--- src/rtl/flow_step_ctrl.sv ---
// flow_step_ctrl: debounced run/mode/clr buttons, step prescaler and en/u_d/r drive for an up/down counter
// Ports:
//   clk                      rising-edge system clock
//   r_n                      asynchronous active-low reset
//   btn_run/btn_mode/btn_clr raw push-buttons (press = accepted 0->1 level change)
//   q_in  [CNT_BITS]         downstream counter value, used for bounce turn-around
//   en                       one-cycle step pulse every DIV running cycles
//   u_d                      step direction, 1 = up
//   r                        one-cycle synchronous clear pulse for the counter
//   running                  1 while stepping
//   mode  [2]                0 up, 1 down, 2 bounce
module flow_step_ctrl #(
  parameter int CNT_BITS  = 3,
  parameter int DIV       = 50_000_000,
  parameter int DB_CYCLES = 1_000_000
) (
  input  logic                clk,
  input  logic                r_n,
  input  logic                btn_run,
  input  logic                btn_mode,
  input  logic                btn_clr,
  input  logic [CNT_BITS-1:0] q_in,
  output logic                en,
  output logic                u_d,
  output logic                r,
  output logic                running,
  output logic [1:0]          mode
);
  localparam int PW = $clog2(DIV);
  localparam int DW = $clog2(DB_CYCLES + 1);
  localparam logic [PW-1:0] P_LAST = PW'(DIV - 1);
  localparam logic [DW-1:0] DB_LAST = DW'(DB_CYCLES - 1);
  localparam logic [CNT_BITS-1:0] Q_MAX = '1;
  localparam logic [CNT_BITS-1:0] Q_PRE = Q_MAX - 1'b1;
  localparam logic [CNT_BITS-1:0] Q_ONE = CNT_BITS'(1);
  typedef enum logic {S_UP, S_DN} dir_t;
  typedef enum logic [1:0] {M_UP, M_DN, M_BNC} mode_t;
  logic [2:0] btn, s1_q, s2_q, lvl_q, lvl_d, prs_q, prs_d;
  logic [2:0][DW-1:0] cnt_q, cnt_d;
  logic [PW-1:0] pre_q, pre_d;
  logic run_q, run_d, en_q, en_d, r_q;
  logic p_run, p_mode, p_clr;
  mode_t mode_q, mode_d;
  dir_t dir_q, dir_d;
  assign btn = {btn_clr, btn_mode, btn_run};
  assign {p_clr, p_mode, p_run} = prs_q;
  // debounce: count consecutive samples that disagree with the accepted level
  always_comb begin
    cnt_d = '0;
    lvl_d = lvl_q;
    prs_d = '0;
    for (int k = 0; k < 3; k++) begin
      cnt_d[k] = (s2_q[k] == lvl_q[k] || cnt_q[k] == DB_LAST) ? '0 : cnt_q[k] + 1'b1;
      lvl_d[k] = (s2_q[k] != lvl_q[k] && cnt_q[k] == DB_LAST) ? s2_q[k] : lvl_q[k];
      prs_d[k] = lvl_d[k] & ~lvl_q[k];
    end
  end
  // bounce turns around at the ends even before the direction register catches up
  assign u_d = (mode_q == M_UP) | ((mode_q == M_BNC) & (dir_q == S_UP ? q_in != Q_MAX : q_in == '0));
  always_comb begin
    run_d  = run_q ^ p_run;
    mode_d = p_mode ? (mode_q == M_BNC ? M_UP : mode_t'(mode_q + 2'd1)) : mode_q;
    pre_d  = p_clr ? '0 : !run_q ? pre_q : pre_q == P_LAST ? '0 : pre_q + 1'b1;
    en_d   = run_q & (pre_q == P_LAST) & ~p_clr;
    dir_d  = dir_q;
    if (p_clr | (p_mode & mode_q == M_DN)) dir_d = S_UP;
    else if (en_q & mode_q == M_BNC)
      dir_d = u_d ? (q_in == Q_PRE ? S_DN : S_UP) : (q_in == Q_ONE ? S_UP : S_DN);
  end
  always_ff @(posedge clk or negedge r_n) begin
    if (!r_n) begin
      s1_q   <= '0;
      s2_q   <= '0;
      cnt_q  <= '0;
      lvl_q  <= '0;
      prs_q  <= '0;
      pre_q  <= '0;
      run_q  <= 1'b0;
      en_q   <= 1'b0;
      r_q    <= 1'b0;
      mode_q <= M_UP;
      dir_q  <= S_UP;
    end else begin
      s1_q   <= btn;
      s2_q   <= s1_q;
      cnt_q  <= cnt_d;
      lvl_q  <= lvl_d;
      prs_q  <= prs_d;
      pre_q  <= pre_d;
      run_q  <= run_d;
      en_q   <= en_d;
      r_q    <= p_clr;
      mode_q <= mode_d;
      dir_q  <= dir_d;
    end
  end
  assign en      = en_q;
  assign r       = r_q;
  assign running = run_q;
  assign mode    = mode_q;
endmodule

--- config.mk ---
export PLATFORM = sky130hd
export DESIGN_NAME = flow_step_ctrl
export DESIGN_NICKNAME = d
export VERILOG_FILES = /design/src/rtl/flow_step_ctrl.sv
export SDC_FILE = /design/constraint.sdc
export NUM_CORES = 1
export LEC_CHECK = 0
export ABC_AREA = 1
export CAP_MARGIN = 20
export CORE_UTILIZATION = 65
export DETAILED_ROUTE_END_ITERATION = 7
export GPL_TIMING_DRIVEN = 0
export HOLD_SLACK_MARGIN = 0.08
export PLACE_DENSITY = 0.85
export SLEW_MARGIN = 20
export SYNTH_ARGS = -nofsm -noshare
export SYNTH_HDL_FRONTEND = slang
export SYNTH_SLANG_ARGS = --single-unit
--- constraint.sdc ---
create_clock -name clk -period 2.23 [get_ports clk]
set_input_delay 0.446 -clock clk [delete_from_list [all_inputs] [get_ports clk]]
set_output_delay 0.446 -clock clk [all_outputs]
set_load 0.02 [all_outputs]
* After elaboration in Yosys (flattened, before gate mapping)
Index checks and enable logic that the tools add are counted.
Storage, ports and cells: logic and storage cells 74, input bits 8, register bits 104, output and inout bits 6
Operators by class: $add $sub $neg 5, muxes and demuxes 16, bitwise gates (word level) 15, eq/ne operators 15, reductions and logical operators 10
Operators by type and width (count):
- 26-bit two-way mux | 3
- 20-bit by 1-bit adder with 20-bit output, second input constant | 3
- 20-bit equality test, second input constant | 3
- 20-bit two-way mux | 3
- 26-bit by 1-bit adder with 26-bit output, second input constant | 1
- 26-bit equality test, second input constant | 1
- 1-bit two-way mux | 9
- 1-bit bitwise AND | 8
- 1-bit inverter | 4
- 2-bit nonzero test | 2
- 1-bit equality test | 3
- 3-bit by 1-bit equality test with 1-bit output, second input constant | 1
- 3-bit equality test, second input constant | 1
- 1-bit logical AND | 3
- 3-bit zero test | 1
- 1-bit logical OR | 3
- 1-bit != test | 3
- 3-bit != test, second input constant | 1
- 2-bit by 1-bit adder with 2-bit output, second input constant | 1
- 2-bit by 1-bit equality test with 1-bit output, second input constant | 1
- 2-bit equality test, second input constant | 1
- 2-bit zero test | 1
- 2-bit two-way mux | 1
- 1-bit OR | 2
- 1-bit bitwise XOR | 1

* Longest topological paths before layout
Gate-level depths: netlist of the first run.
depth after elaboration 7, depth in mapped cells 9, gate-level depth less buffers 9

* Least setup slack after synthesis of the first run
Ideal clock, no wire load.
path type register to register, start register cnt_q[40] (netlist bit), end register cnt_q[57] (netlist bit), clock period less this slack 1505 ps, arrival 1384 ps, setup slack 725 ps, cell stages (with the launch flop) 10, cells stage by stage dfrtp_1 ha_1 nand2_2 nor2_4 nand2_2 nor2_4 nand3_4 nand2_4 buf_12 nor2_2
RTL lines:
- start, declared | line 39 | logic [2:0][DW-1:0] cnt_q, cnt_d;
- start signal, assigned | line 86 | cnt_q <= cnt_d;

* Worst setup path in the final report of the first run
start input port q_in[1], end output port u_d
Between the ends: word-level cells in the longest chain between the ends 4, elaborated cells on any way between the ends 5, classes of those cells eq/ne (1); mux (1); bitwise (2); reduce/logical (1)
Ends and longest elaborated chain:
- start, declared | line 22 | input logic [CNT_BITS-1:0] q_in,
- 3-bit != test / 3-bit zero test (equally long branches) | line 59 | assign u_d = (mode_q == M_UP) | ((mode_q == M_BNC) & (dir_q == S_UP ? q_in != Q_MAX : q_in == '0));
- 1-bit two-way mux * | line 59
- 1-bit bitwise AND * | line 59
- 1-bit OR * | line 59
- end, declared | line 24 | output logic u_d,
Mark *: on every way between the ends. The rest lies on a longest branch, timed or not.

==> results of run 1 <==
[worst reg2reg max path, cell delays in order, from the launching register on]
cell and delay (ns):
dfrtp_1 0.46, ha_1 0.22, nand2_2 0.09, nor2_4 0.14, nand2_2 0.09, nor2_4 0.16
nand3_4 0.13, nand2_4 0.15, buf_12 0.16, nor2_2 0.05
[worst paths after layout]
check	cells past startpoint	to	slack [ns]
min in group asynchronous	2	cnt_q[35]$_DFF_PN0_	0.51
worst max-delay path	5	u_d	0.16
worst max register to register	9	cnt_q[54]$_DFF_PN0_	0.48
max in group asynchronous	3	pre_q[24]$_DFFE_PN0P_	1.08
worst min register to register	0	s2_q[0]$_DFF_PN0_	0.36
worst min-delay path	0	s2_q[0]$_DFF_PN0_	0.36
[registers in the layout, summed over array words and instances (netlist names)]
| signal | cells |
|---|---|
| r | 1 |
| prs_q | 3 |
| lvl_q | 3 |
| s1_q | 3 |
| mode | 2 |
| pre_q | 26 |
| en | 1 |
| cnt_q | 60 |
| s2_q | 3 |
| dir_q | 1 |
| running | 1 |
[final cells by class]
type                       instances  area (µm²)  share of cell area
tap                              108       135.1             0.02128
clock inverter                     7       95.09             0.01498
timing repair buffer              15       168.9             0.02660
inverter                          88       330.3             0.05202
clock buffer                       9       123.9             0.01951
buffer                             8       97.59             0.01537
multi-input combinational        570        2796              0.4404
sequential                       104        2603              0.4099
[kinds of logic (layout without fill, tap and decap cells)]
| group | after synthesis | after routing | share of synthesized area |
|---|---|---|---|
| xor gates and xnor gates | 38 | 38 | 0.05712 |
| buffers and inverters | 96 | 127 | 0.07344 |
| and+or+nand+nor | 498 | 498 | 0.3846 |
| DFF | 104 | 104 | 0.4466 |
| AOI/OAI and AO/OA | 30 | 30 | 0.02963 |
| adders and majority gates | 4 | 4 | 0.008590 |
[synth_stat cells]
cell type / instances / share of area
a21o_1: 1 / 0.0013
a21oi_1: 11 / 0.0094
a31oi_1: 3 / 0.0032
and2_1: 1 / 0.0011
buf_12: 2 / 0.0069
buf_2: 1 / 0.00086
buf_4: 1 / 0.0013
buf_6: 4 / 0.0077
dfrtp_1: 104 / 0.45
ha_1: 4 / 0.0086
inv_1: 86 / 0.055
inv_2: 2 / 0.0013
nand2_1: 184 / 0.12
nand2_2: 5 / 0.0054
nand2_4: 3 / 0.0058
nand3_1: 61 / 0.052
nand3_2: 3 / 0.0052
nand3_4: 2 / 0.0060
nand4_1: 24 / 0.026
nor2_1: 166 / 0.11
nor2_2: 23 / 0.025
nor2_4: 7 / 0.014
nor3_1: 16 / 0.014
nor3_2: 1 / 0.0017
nor3_4: 1 / 0.0028
o21ai_0: 8 / 0.0069
o21ai_1: 1 / 0.00086
o21bai_1: 5 / 0.0064
o2bb2ai_1: 1 / 0.0015
or2_1: 1 / 0.0011
xnor2_1: 5 / 0.0075
xor2_1: 33 / 0.050
[repair_timing]
| action | in CTS | in global routing |
|---|---|---|
| setup endpoints to repair | 1 | 1 |
| hold endpoints to repair | 32 | 0 |
| buffers inserted | 0 | 0 |
| hold buffers | 1 | 0 |
| cloned | 0 | 0 |
| gates resized for setup | 1 | 1 |
| pin swaps | 0 | 0 |
[metal layers]
layer | wire (µm) | track usage | up-vias
li1 | - | - | 2471
met1 | 5175 | 0.3431 | 2300
met2 | 5723 | 0.4491 | 148
met3 | 554 | 0.03974 | 27
met4 | 216 | 0.08955 | 0
met5 | 0 | 0 | -
[metrics by stage]
stage	hold WS, ns	util	setup WS [ns]	instances
global route	0.3725	0.7281	0.002780	909
detailed placement	0.3355	0.7019	-0.1523	892
finish	0.3604	0.7281	0.1581	909
floorplan	0.1504	-	0.7248	770
global placement	0.3335	0.6986	-3.063	891
CTS	0.3631	0.7280	0.1280	909
[placed cells by master (no fill, tap or decap), drive strengths merged]
cell and instances:
a21o 1, a21oi 11, a31oi 3, and2 1, buf 10, bufinv 1, clkbuf 9, clkdlybuf4s15 1
clkdlybuf4s50 11, clkinv 2, dfrtp 104, dlygate4sd3 1, ha 4, inv 92, nand2 192, nand3 66
nand4 24, nor2 196, nor3 18, o21ai 9, o21bai 5, o2bb2ai 1, or2 1, xnor2 5
xor2 33
[power breakdown]
part,total (W),internal [W],switching (W)
registers,0.00192,0.00190,0.0000172
logic,0.000126,0.0000454,0.0000802
clock network,0.00127,0.000555,0.000717
==> out/metrics.yaml, run 1 <==
critical_path:
  critical_path_buf_inv_count: 2
  crit_fanout: 3
  setup.worst_path.class: "in2out"
  cp.required_ns: 1.78
  critPathSlowestCell: "clkdlybuf4s50_1"
  cp_top_family: "buffers and inverters"
  crit_path_cell_trace: "clkdlybuf4s50_1 > nor2_1 > nand2_1 > a31oi_1 > clkdlybuf4s15_1"
  r2r-start: "cnt_q[40]$_DFF_PN0_"
  start_kind: "input pin"
  max_stage_delay_ns: 0.44
  setup.worst_path.start: "q_in[1]"
  end_kind: "output pin"
  cp.arrival_ns: 1.63
sta:
  finClkSkew_ns: 0.01083
  fin_setup_tns_ns: 0
  rsz0062_at_grt: "no"
  finalSetupViolCount: 0
  worst_pin_slew_ns: 0.5208
  period_share: 0.9291
  fmax_mhz: 482.6
  finalHoldViolations: 0
  maxSlewHeadroom: 0.6502
  maxSlewViolCount: 0
  period_needed_ns: 2.072
clock_network:
  htreeDepth: 3
  insertion_delay_ns: 0.37
  cts_root_buffer: "clkbuf_8"
  cts_buffers: 9
  tritoncts: "done"
  clock-sinks: 104
  clockBufferDepth: 2
  path_clk_slew_ns: 0.11
worst_hold_path:
  hold_path_class: "reg2reg"
  worstHoldStart: "s1_q[0]$_DFF_PN0_"
finish:
  fin_area_um2: 6350
  finalNetCount: 808
  diodes: 0
  n_fill_cell: 683
  drive_above_1_share: 0.09114
  area_growth_pct: 8.976
drt:
  ant_nets: 0
  wirelength_um: 11670
  avgViaCountPerCell: 5.441
  drc: 0
  drt-pass1-iter-count: 5
  drtIter0Drc: 235
  via_count: 4946
  post_drt_wl_per_cell_um: 12.84
pwr:
  power_w: 0.003317
  power_density_nw_per_um2: 522.4
  p_leak_nw: 2.714
  power.ir.vdd_worst_uv: 356.7
floorplanning:
  dieArea_um2: 9347
  start_util: 0.6681
  die_y_um: 96.68
  die_w_um: 96.68
  core_um2: 8721
  num_rows: 34
  pin_count: 14
global_route:
  antenna_found_initial: 0
  grt_use_total: 0.2629
  grt_max_degree: 73
  globalRouteOverflowTotal: 0
  grt_first_pass_wirelength_um: 20360
  grt_pass1_vias: 4700
logic_synthesis:
  seq_area_frac_synth: 0.4466
  syn-cell-area_um2: 5827
  yosysWarningCount: 0
  yosysUniqueCellTypes: 32
  synth_area_per_cell_um2: 7.567
  synth-seq-cells: 104
  syn_inst: 770
  synth_nets: 782
place:
  place_congestion: 0.9439
  port_buffers: 13
  placed_cell_area_um2: 6121
  dpl.hpwl_um: 8449
run_status:
  outcome: "finished clean"
run:
  drv_cap: 0
Note: power is estimated with default switching activity, not from simulation.
==> inputs of run 2 (changes only) <==
CORE_UTILIZATION = 56   (was 65)
HOLD_SLACK_MARGIN = not set   (was 0.08)
PLACE_DENSITY = 0.78   (was 0.85)
SETUP_SLACK_MARGIN = 0.15   (was not set)
clock period = 1.71 ns   (was 2.23 ns; I/O delays follow)
==> out/metrics.yaml, run 2 (synthesized netlist as in run 1, its figures left out) <==
clock_network:
  path_clk_slew_ns: 0.10
  tritoncts: "done"
  clock-sinks: 104
  clockBufferDepth: 2
  cts_root_buffer: "clkbuf_8"
  cts_buffers: 9
  insertion_delay_ns: 0.40
  htreeDepth: 3
critical_path:
  crit_fanout: 6
  r2r.worst_path.cells: 8
  cp.required_ns: 2.00
  critPathSlowestCell: "dfrtp_1"
  ff2ff_setup_slack_ns: 0.02
  setup.worst_path.class: "reg2reg"
  max_stage_delay_ns: 0.45
  cp_common_cell: "nor2_4"
  start_kind: "register"
  r2r-start: "pre_q[7]$_DFFE_PN0P_"
  cp.arrival_ns: 1.98
  worstReg2RegEnd: "pre_q[3]$_DFFE_PN0P_"
  crit_path_cell_trace: "nor3_1 > nand2_1 > nor2_4 > nand3_4 > nand2_4 > buf_6 > buf_12 > nor2_4"
  cp_top_family: "simple AND/OR/NAND/NOR gates"
  end_kind: "register"
  critical_path_buf_inv_count: 2
floorplanning:
  core_um2: 9910
  die_y_um: 104.0
  die_w_um: 104.0
  start_util: 0.5880
  dieArea_um2: 10820
  pin_count: 14
  num_rows: 36
pwr:
  power_density_nw_per_um2: 629.8
  power_w: 0.004490
  p_leak_nw: 3.045
  power.ir.vdd_worst_uv: 517.8
sta:
  fmax_mhz: 591.3
  finalSetupViolCount: 0
  maxSlewHeadroom: 0.5991
  rsz0062_at_grt: "yes"
  finalHoldViolations: 0
  maxSlewViolCount: 0
  finClkSkew_ns: 0.01128
  period_share: 0.9890
  worst_pin_slew_ns: 0.5993
  period_needed_ns: 1.691
global_route:
  antenna_found_initial: 0
  grt_pass1_vias: 4937
  grt_use_total: 0.2470
  grt_first_pass_wirelength_um: 21670
  grt_max_degree: 73
  globalRouteOverflowTotal: 0
place:
  place_congestion: 0.9314
  dpl.hpwl_um: 8446
  port_buffers: 13
finish:
  top_regs: "cnt_q x60, pre_q x26"
  seq_area_um2: 2608
  multi_input_area_um2: 3085
  drive_above_1_share: 0.2087
  largest_reg_flops: 60
  fin_util: 0.7194
  area_growth_pct: 22.35
  final_cell_mix: "177 x nand2_1, 140 x nor2_1, 100 x dfrtp_1"
  diodes: 0
  n_fill_cell: 739
  finalNetCount: 855
  final_common_cell: "nand2_1"
  top_register: "cnt_q"
drt:
  drc: 0
  via_count: 5221
  ant_nets: 0
  drt-pass1-iter-count: 7
  wirelength_um: 13650
  drtIter0Drc: 268
  post_drt_wl_per_cell_um: 13.91
  avgViaCountPerCell: 5.322
worst_hold_path:
  worstHoldStart: "q_in[0]"
  min_to: "dir_q$_DFFE_PN0P_"
  hold_path_class: "in2reg"
  whs_path_depth: 4
run_status:
  outcome: "finished clean"
run:
  drv_cap: 0
-- run 2: cell count changes in the layout (fill, tap and decap cells not counted), moves of 6 or more --
| cell | delta |
|---|---|
| nor2_4 | +12 |
| clkdlybuf4s50_1 | -8 |
| nor2_1 | -26 |
| nand3_1 | -6 |
| nand2_1 | -7 |
| nor2_2 | +14 |
| buf_4 | +37 |
-- run 2: worst max-delay path by stage --
| stage | start | end | slack [ns] | depth (start not counted) |
|---|---|---|---|---|
| final | pre_q[7]$_DFFE_PN0P_ | pre_q[3]$_DFFE_PN0P_ | 0.02 | 8 |
| after global routing | pre_q[7]$_DFFE_PN0P_ | pre_q[3]$_DFFE_PN0P_ | -0.09 | 8 |
| after CTS | q_in[2] | u_d | 0.03 | 5 |
| after detailed placement | q_in[1] | u_d | -0.42 | 5 |
| after global placement | r_n | cnt_q[41]$_DFF_PN0_ | -3.52 | 1 |
| after floorplan | cnt_q[40]$_DFF_PN0_ | cnt_q[57]$_DFF_PN0_ | 0.20 | 9 |
-- run 2: cell type report --
cell class | count | share of cell area
multi-input combinational | 571 | 0.4328
sequential | 104 | 0.3657
timing repair buffer | 61 | 0.08406
tap | 133 | 0.02334
clock buffer | 10 | 0.01931
buffer | 8 | 0.01544
clock inverter | 6 | 0.01299
inverter | 88 | 0.04633
-- run 2: timing repair --
| item | 4_1_cts | 5_1_grt |
|---|---|---|
| hold buffers | 1 | 0 |
| hold endpoints to repair | 32 | 0 |
| resized for setup | 31 | 71 |
| pin swaps | 15 | 29 |
| cloned | 1 | 3 |
| setup endpoints to repair | 64 | 64 |
| buffers inserted | 17 | 26 |
-- run 2: routing by layer --
layer,GRT usage,part of all wire,vias to the layer above
li1,-,-,2552
met1,0.3107,0.42,2472
met2,0.4086,0.51,164
met3,0.06140,0.053,33
met4,0.09898,0.022,0
met5,0,0,-
-- run 2: power by group --
part           internal (W)  switching [W]
Combinational     0.0000974       0.000125
Sequential          0.00248      0.0000217
Clock              0.000869       0.000896
-- run 2: through the flow --
stage                     setup slack, ns  hold slack (ns)  area (µm²)  cells  TNS [ns]
after global placement             -3.519           0.3331        6123    916   -365.42
after detailed placement          -0.4244           0.2482        6152    917   -0.6103
after CTS                         0.02620           0.3549        6613    952         0
after global routing             -0.08730           0.2986        7129    981   -0.7198
after floorplan                    0.2048          0.04641        5827    770         0
final                             0.01878           0.2984        7129    981         0
-- run 2: worst min-delay path, delay by kind of cell --
family	cells	cell delay, ns
compound gates	1	0.08
simple gates	2	0.12
buf+inv	1	0.12
